File: config.mk
export PLATFORM = sky130hd
export DESIGN_NAME = baud_rate_gen
export DESIGN_NICKNAME = d
export VERILOG_FILES = /design/src/rtl/baud_pkg.sv /design/src/rtl/baud_frac_div.sv /design/src/rtl/baud_rate_gen.sv
export SDC_FILE = /design/constraint.sdc
export NUM_CORES = 1
export LEC_CHECK = 0
export CORE_ASPECT_RATIO = 0.8
export CORE_MARGIN = 4
export CORE_UTILIZATION = 55
export DETAILED_ROUTE_END_ITERATION = 10
export MAX_ROUTING_LAYER = met4
export PLACE_DENSITY = 0.75
export SYNTH_ARGS = -nofsm -noshare
export SYNTH_HDL_FRONTEND = slang
export SYNTH_SLANG_ARGS = --single-unit
File: constraint.sdc
create_clock -name clk_in -period 7.05 [get_ports clk_in]
set_input_delay 0.705 -clock clk_in [delete_from_list [all_inputs] [get_ports clk_in]]
set_output_delay 0.705 -clock clk_in [all_outputs]
set_load 0.02 [all_outputs]
File: src/rtl/baud_pkg.sv
// Shared widths, default divisors and the config handshake state type for the
// fractional baud generator.
package baud_pkg;

  localparam int unsigned CNT_W  = 16;
  localparam int unsigned FRAC_W = 4;
  localparam int unsigned OSR    = 16;

  // Divisors for a 100 MHz system clock with x16 oversampling (int + frac/16)
  localparam int unsigned DIV_INT_9600    = 651;  // 651.0625
  localparam int unsigned DIV_FRAC_9600   = 1;
  localparam int unsigned DIV_INT_115200  = 54;   // 54.25
  localparam int unsigned DIV_FRAC_115200 = 4;
  localparam int unsigned DIV_INT_921600  = 6;    // 6.8125
  localparam int unsigned DIV_FRAC_921600 = 13;

  localparam int unsigned DEF_DIV_INT  = DIV_INT_115200;
  localparam int unsigned DEF_DIV_FRAC = DIV_FRAC_115200;

  typedef enum logic {
    S_IDLE    = 1'b0,
    S_PENDING = 1'b1
  } cfg_state_e;

endpackage

File: src/rtl/baud_frac_div.sv
// Fractional clock divider: produces one os_tick per div_int + div_frac/2^FRAC_W
// cycles on average by stretching a period by one cycle on accumulator carry.
// Ports:
//   clk_in, rst_n        clock, async active-low reset
//   en                   run enable; low clears the period state
//   load                 replace the active divisor with load_int/load_frac
//   load_int, load_frac  divisor to load
//   run_c                combinational: generator running (en and div_int != 0)
//   wrap_c               combinational: this edge ends the current period
//   os_tick              registered one-cycle pulse after each period end
module baud_frac_div
  import baud_pkg::*;
#(
  parameter int unsigned CNT_W        = baud_pkg::CNT_W,
  parameter int unsigned FRAC_W       = baud_pkg::FRAC_W,
  parameter int unsigned DEF_DIV_INT  = baud_pkg::DEF_DIV_INT,
  parameter int unsigned DEF_DIV_FRAC = baud_pkg::DEF_DIV_FRAC
) (
  input  logic              clk_in,
  input  logic              rst_n,
  input  logic              en,
  input  logic              load,
  input  logic [CNT_W-1:0]  load_int,
  input  logic [FRAC_W-1:0] load_frac,
  output logic              run_c,
  output logic              wrap_c,
  output logic              os_tick
);

  localparam int unsigned PW = CNT_W + 1;
  localparam int unsigned AW = FRAC_W + 1;

  logic [CNT_W-1:0]  div_int;
  logic [FRAC_W-1:0] div_frac;
  logic [CNT_W-1:0]  cnt;
  logic [FRAC_W-1:0] acc;
  logic              ext;
  logic [PW-1:0]     per_m1;
  logic [AW-1:0]     acc_sum;

  // Last count of the current period; div_int != 0 whenever this is used
  assign run_c   = en && (div_int != '0);
  assign per_m1  = {1'b0, div_int} + PW'(ext) - PW'(1);
  assign wrap_c  = run_c && ({1'b0, cnt} == per_m1);
  assign acc_sum = {1'b0, acc} + {1'b0, div_frac};

  // Period counter, fractional accumulator and active divisor
  always_ff @(posedge clk_in or negedge rst_n) begin
    if (!rst_n) begin
      div_int  <= CNT_W'(DEF_DIV_INT);
      div_frac <= FRAC_W'(DEF_DIV_FRAC);
      cnt      <= '0;
      acc      <= '0;
      ext      <= 1'b0;
      os_tick  <= 1'b0;
    end else begin
      os_tick <= wrap_c;
      if (load) begin
        div_int  <= load_int;
        div_frac <= load_frac;
        cnt      <= '0;
        acc      <= '0;
        ext      <= 1'b0;
      end else if (!run_c) begin
        cnt <= '0;
        acc <= '0;
        ext <= 1'b0;
      end else if (wrap_c) begin
        cnt <= '0;
        acc <= acc_sum[FRAC_W-1:0];
        ext <= acc_sum[FRAC_W];
      end else begin
        cnt <= cnt + CNT_W'(1);
      end
    end
  end

endmodule

File: src/rtl/baud_rate_gen.sv
// Programmable fractional baud generator with oversample tick, baud tick and a
// square baud clock. New divisors arrive over a valid/ready handshake and are
// applied only at a period boundary while running, so no short period occurs.
// Ports:
//   clk_in, rst_n               clock, async active-low reset
//   en                          run enable
//   cfg_valid / cfg_ready       divisor handshake; transfer on valid && ready
//   cfg_div_int, cfg_div_frac   offered divisor
//   os_tick                     one pulse per oversample period
//   baud_tick                   one pulse per OSR oversample periods
//   baud_clk                    ~50% duty baud clock
module baud_rate_gen
  import baud_pkg::*;
#(
  parameter int unsigned CNT_W        = baud_pkg::CNT_W,
  parameter int unsigned FRAC_W       = baud_pkg::FRAC_W,
  parameter int unsigned OSR          = baud_pkg::OSR,
  parameter int unsigned DEF_DIV_INT  = baud_pkg::DEF_DIV_INT,
  parameter int unsigned DEF_DIV_FRAC = baud_pkg::DEF_DIV_FRAC
) (
  input  logic              clk_in,
  input  logic              rst_n,
  input  logic              en,
  input  logic              cfg_valid,
  output logic              cfg_ready,
  input  logic [CNT_W-1:0]  cfg_div_int,
  input  logic [FRAC_W-1:0] cfg_div_frac,
  output logic              os_tick,
  output logic              baud_tick,
  output logic              baud_clk
);

  localparam int unsigned OS_W = $clog2(OSR);

  cfg_state_e        state;
  cfg_state_e        state_d;
  logic [CNT_W-1:0]  shadow_int;
  logic [FRAC_W-1:0] shadow_frac;
  logic              accept_c;
  logic              load_c;
  logic              run_c;
  logic              wrap_c;
  logic [OS_W-1:0]   os_cnt;
  logic [OS_W-1:0]   os_cnt_d;

  assign accept_c = cfg_valid && cfg_ready;

  baud_frac_div #(
    .CNT_W        (CNT_W),
    .FRAC_W       (FRAC_W),
    .DEF_DIV_INT  (DEF_DIV_INT),
    .DEF_DIV_FRAC (DEF_DIV_FRAC)
  ) u_div (
    .clk_in    (clk_in),
    .rst_n     (rst_n),
    .en        (en),
    .load      (load_c),
    .load_int  (shadow_int),
    .load_frac (shadow_frac),
    .run_c     (run_c),
    .wrap_c    (wrap_c),
    .os_tick   (os_tick)
  );

  // Handshake state register; cfg_ready tracks the next state
  always_ff @(posedge clk_in or negedge rst_n) begin
    if (!rst_n) begin
      state     <= S_IDLE;
      cfg_ready <= 1'b1;
    end else begin
      state     <= state_d;
      cfg_ready <= (state_d == S_IDLE);
    end
  end

  // Pending update waits for a period boundary unless the generator is stopped
  always_comb begin
    state_d = state;
    load_c  = 1'b0;
    case (state)
      S_IDLE: begin
        if (accept_c) state_d = S_PENDING;
      end
      S_PENDING: begin
        if (!run_c || wrap_c) begin
          load_c  = 1'b1;
          state_d = S_IDLE;
        end
      end
      default: state_d = S_IDLE;
    endcase
  end

  // Shadow register for the accepted divisor
  always_ff @(posedge clk_in or negedge rst_n) begin
    if (!rst_n) begin
      shadow_int  <= '0;
      shadow_frac <= '0;
    end else if (accept_c) begin
      shadow_int  <= cfg_div_int;
      shadow_frac <= cfg_div_frac;
    end
  end

  // Oversample phase; survives divisor loads so baud phase continues
  always_comb begin
    os_cnt_d = os_cnt;
    if (!run_c)      os_cnt_d = '0;
    else if (wrap_c) os_cnt_d = os_cnt + OS_W'(1);
  end

  // Baud outputs; baud_clk follows the post-wrap phase so it moves only on wraps
  always_ff @(posedge clk_in or negedge rst_n) begin
    if (!rst_n) begin
      os_cnt    <= '0;
      baud_tick <= 1'b0;
      baud_clk  <= 1'b0;
    end else begin
      os_cnt    <= os_cnt_d;
      baud_tick <= wrap_c && (os_cnt == OS_W'(OSR - 1));
      baud_clk  <= (os_cnt_d >= OS_W'(OSR / 2));
    end
  end

endmodule
==> metrics <==
Placeable Area 6380 um2; Sink Count 69; most used cell, CP ha_1; Hold-fix buffers, CTS 0; Rows 26; post-CTS setup buffer count 0; CP Depth 10; die height 80.5 um; crit share post-route 46.8%; placement-stage cell area 3930 um2; Die Wd 98.6 um; Synth area leader dfrtp_1; DR vias 2368; GRT Util Overall 19.3%; H-tree depth 3; maximum VDD drop 0.000202 V; Synth Register Bits 69; RSZ-0062 raised after global routing no; Post-synth top cells dfrtp_1, nor2_1, mux2_2; average size of a mapped cell 11.8 um2; Crit path max-delay family simple AND/OR/NAND/NOR gates; fraction of layout cells with a size suffix above 1 23.2%; CTS Buffer Depth 2; starting DRC count in detailed routing 155; post-synthesis async set-or-reset flop share 100%; max-cap viol count 0; area of the die 7930 um2; most frequent cell after synthesis dfrtp_1; max-slew violations 0; Post-synth EDFFs 0; detailed-route DRC error count 0; global placement routability congestion 0.886; drt total wl 6.56 mm; PD cells 321 nW/um2; FMAX 303 MHz; vias in the first global route 2301; clock latency on the worst-skew pair 0.34 ns; Root Buffer Master clkbuf_8; Post-Syn Area 3610 um2; crit path max fanout 18; Net Count, Synth 340; drt first pass iters 4; status completed; Pleak 1.80 nW; nets 369; setup TNS 0 ns; total of warnings raised by yosys 0; TritonCTS clock tree yes; non-filler cells, final 425; post-synth top area share 43.7%; Synth Flop Type dfrtp_1; startpoint types register; clk slew on worst S/H paths 0.07 ns; Mapped Cells 307; Cells after DPL 409; slew margin rel. 37.1%; critical path class register to register; Buffers & Inverters on Critical Path 1; hold violation count in the final report 0; cts repair resizes 0; critical-path cell list inv_1, ha_1, ha_1, nor3b_1, and3_1, o21ai_0, a211oi_2, nand4_2, nand2b_1, mux2_2; ranking of synthesized cells by area dfrtp_1, mux2_4, mux2_2, dfstp_2, xnor2_1; Design Area, Final 4120 um2; number of diodes 0; # IOs 28; hold depth 1; Crit path required time 7.34 ns; initial antenna violation count 0; largest net degree at the start of global routing 70; Crit. End Element register; Area Overhead vs Synth 14.2%; Seq. cell area 1730 um2; TritonCTS Buffers 9; initial core utilization 56.6%; vias per std cell 5.57; Overflow after GRT 0; Fillers 528; synth unique cells 52; sequential area share after synthesis 48.0%; DP HPWL 4.82 mm; first-pass GRT wire length 11.5 mm; Final ANT Viol Nets 0; # setup viols final 0; Multi-input gate area 1780 um2; Max stage delay on crit path 0.59 ns; Buffers on Ports 27; drt wl/cell 15.4 um; min-delay worst type register to register; worst clock skew 0.00410 ns; R2R cell count 10; worst-margin pin slew 0.942 ns; slowest CP cell nand2b_1; Tmin final 3.30 ns; Arr. time, crit path 3.58 ns
==> report_power, final <==
group	internal, mW	total [mW]	switching, mW
Combinational	0.229	0.392	0.163
Clock	0.163	0.309	0.146
Sequential	0.500	0.622	0.122
==> cell usage in the layout (no fill, tap or decap), types with 2 or more instances in the layout <==
master,synthesis,routed
dfrtp_1,63,63
clkdlybuf4s50_1,0,26
nor2_1,24,24
mux2_2,21,21
mux2_4,20,20
xnor2_1,18,18
xor2_1,18,18
nand3_1,12,12
nand2_1,12,12
a21oi_1,11,11
clkbuf_8,0,9
and3_1,8,8
ha_1,8,8
inv_1,7,7
or3_1,6,6
nor3_1,6,6
dfstp_2,6,6
nand2b_1,5,5
o21ai_0,5,5
nor4_1,3,3
nand3b_1,3,3
or3b_2,3,3
mux2i_1,3,3
nand4_1,3,3
buf_4,1,3
or4_1,2,2
o211ai_1,2,2
nor3b_1,2,2
a211oi_2,2,2
a21o_1,2,2
clkinvlp_4,0,2
clkinv_2,0,2
==> kinds of logic after synthesis <==
family | after synthesis | share of synthesized area, %
AO/OA/AOI/OAI | 31 | 6.03
flip-flops | 69 | 48.0
XOR/XNOR | 36 | 8.73
AND/OR/NAND/NOR | 99 | 15.5
buffers and inverters | 19 | 2.74
multiplexers | 44 | 15.7
adder cells (fa/ha/maj) | 9 | 3.33
==> layer usage <==
| metal | vias up | routed length (um) | track usage (%) |
|---|---|---|---|
| li1 | 1153 | - | - |
| met1 | 1153 | 3370 | 27.7 |
| met2 | 51 | 2750 | 26.4 |
| met3 | 11 | 332 | 4.69 |
| met4 | 0 | 105 | 7.37 |
| met5 | - | 0 | - |
==> state kept, by name, summed over array words and instances, names as in the netlist <==
name / cells
shadow_int: 16
u_div.cnt: 16
u_div.div_int: 16
shadow_frac: 4
u_div.acc: 4
u_div.div_frac: 4
os_cnt: 3
baud_clk: 1
baud_tick: 1
cfg_ready: 1
state: 1
u_div.ext: 1
u_div.os_tick: 1
==> per-stage QoR <==
step	utilization, %	power [mW]	hold slack (ns)	setup slack [ns]
floorplan	-	0.921	0.409	4.26
global placement	61.7	1.01	0.486	3.85
detailed placement	61.7	1.02	0.488	3.79
CTS	64.7	1.33	0.509	3.74
global route	64.7	1.41	0.519	3.43
finish	64.7	1.32	0.503	3.75
==> final timing paths <==
check,startpoint,to,slack (ns)
worst max-delay path,u_div.div_int[0],cfg_ready,3.75
worst min-delay path,shadow_int[5],u_div.div_int[5],0.50
worst max register to register,u_div.div_int[0],cfg_ready,3.75
worst min register to register,shadow_int[5],u_div.div_int[5],0.50
max in group asynchronous,rst_n,u_div.div_int[6],5.96
min in group asynchronous,rst_n,u_div.cnt[11],0.55
==> area by class of cell <==
cell class	instances	area share, %
clock buffer	10	3.10
multi-input combinational	219	43.1
inverter	7	0.637
sequential	69	42.1
clock inverter	6	1.55
tap	84	2.55
timing repair buffer	30	6.98
Power figures use the tool's default switching activity.
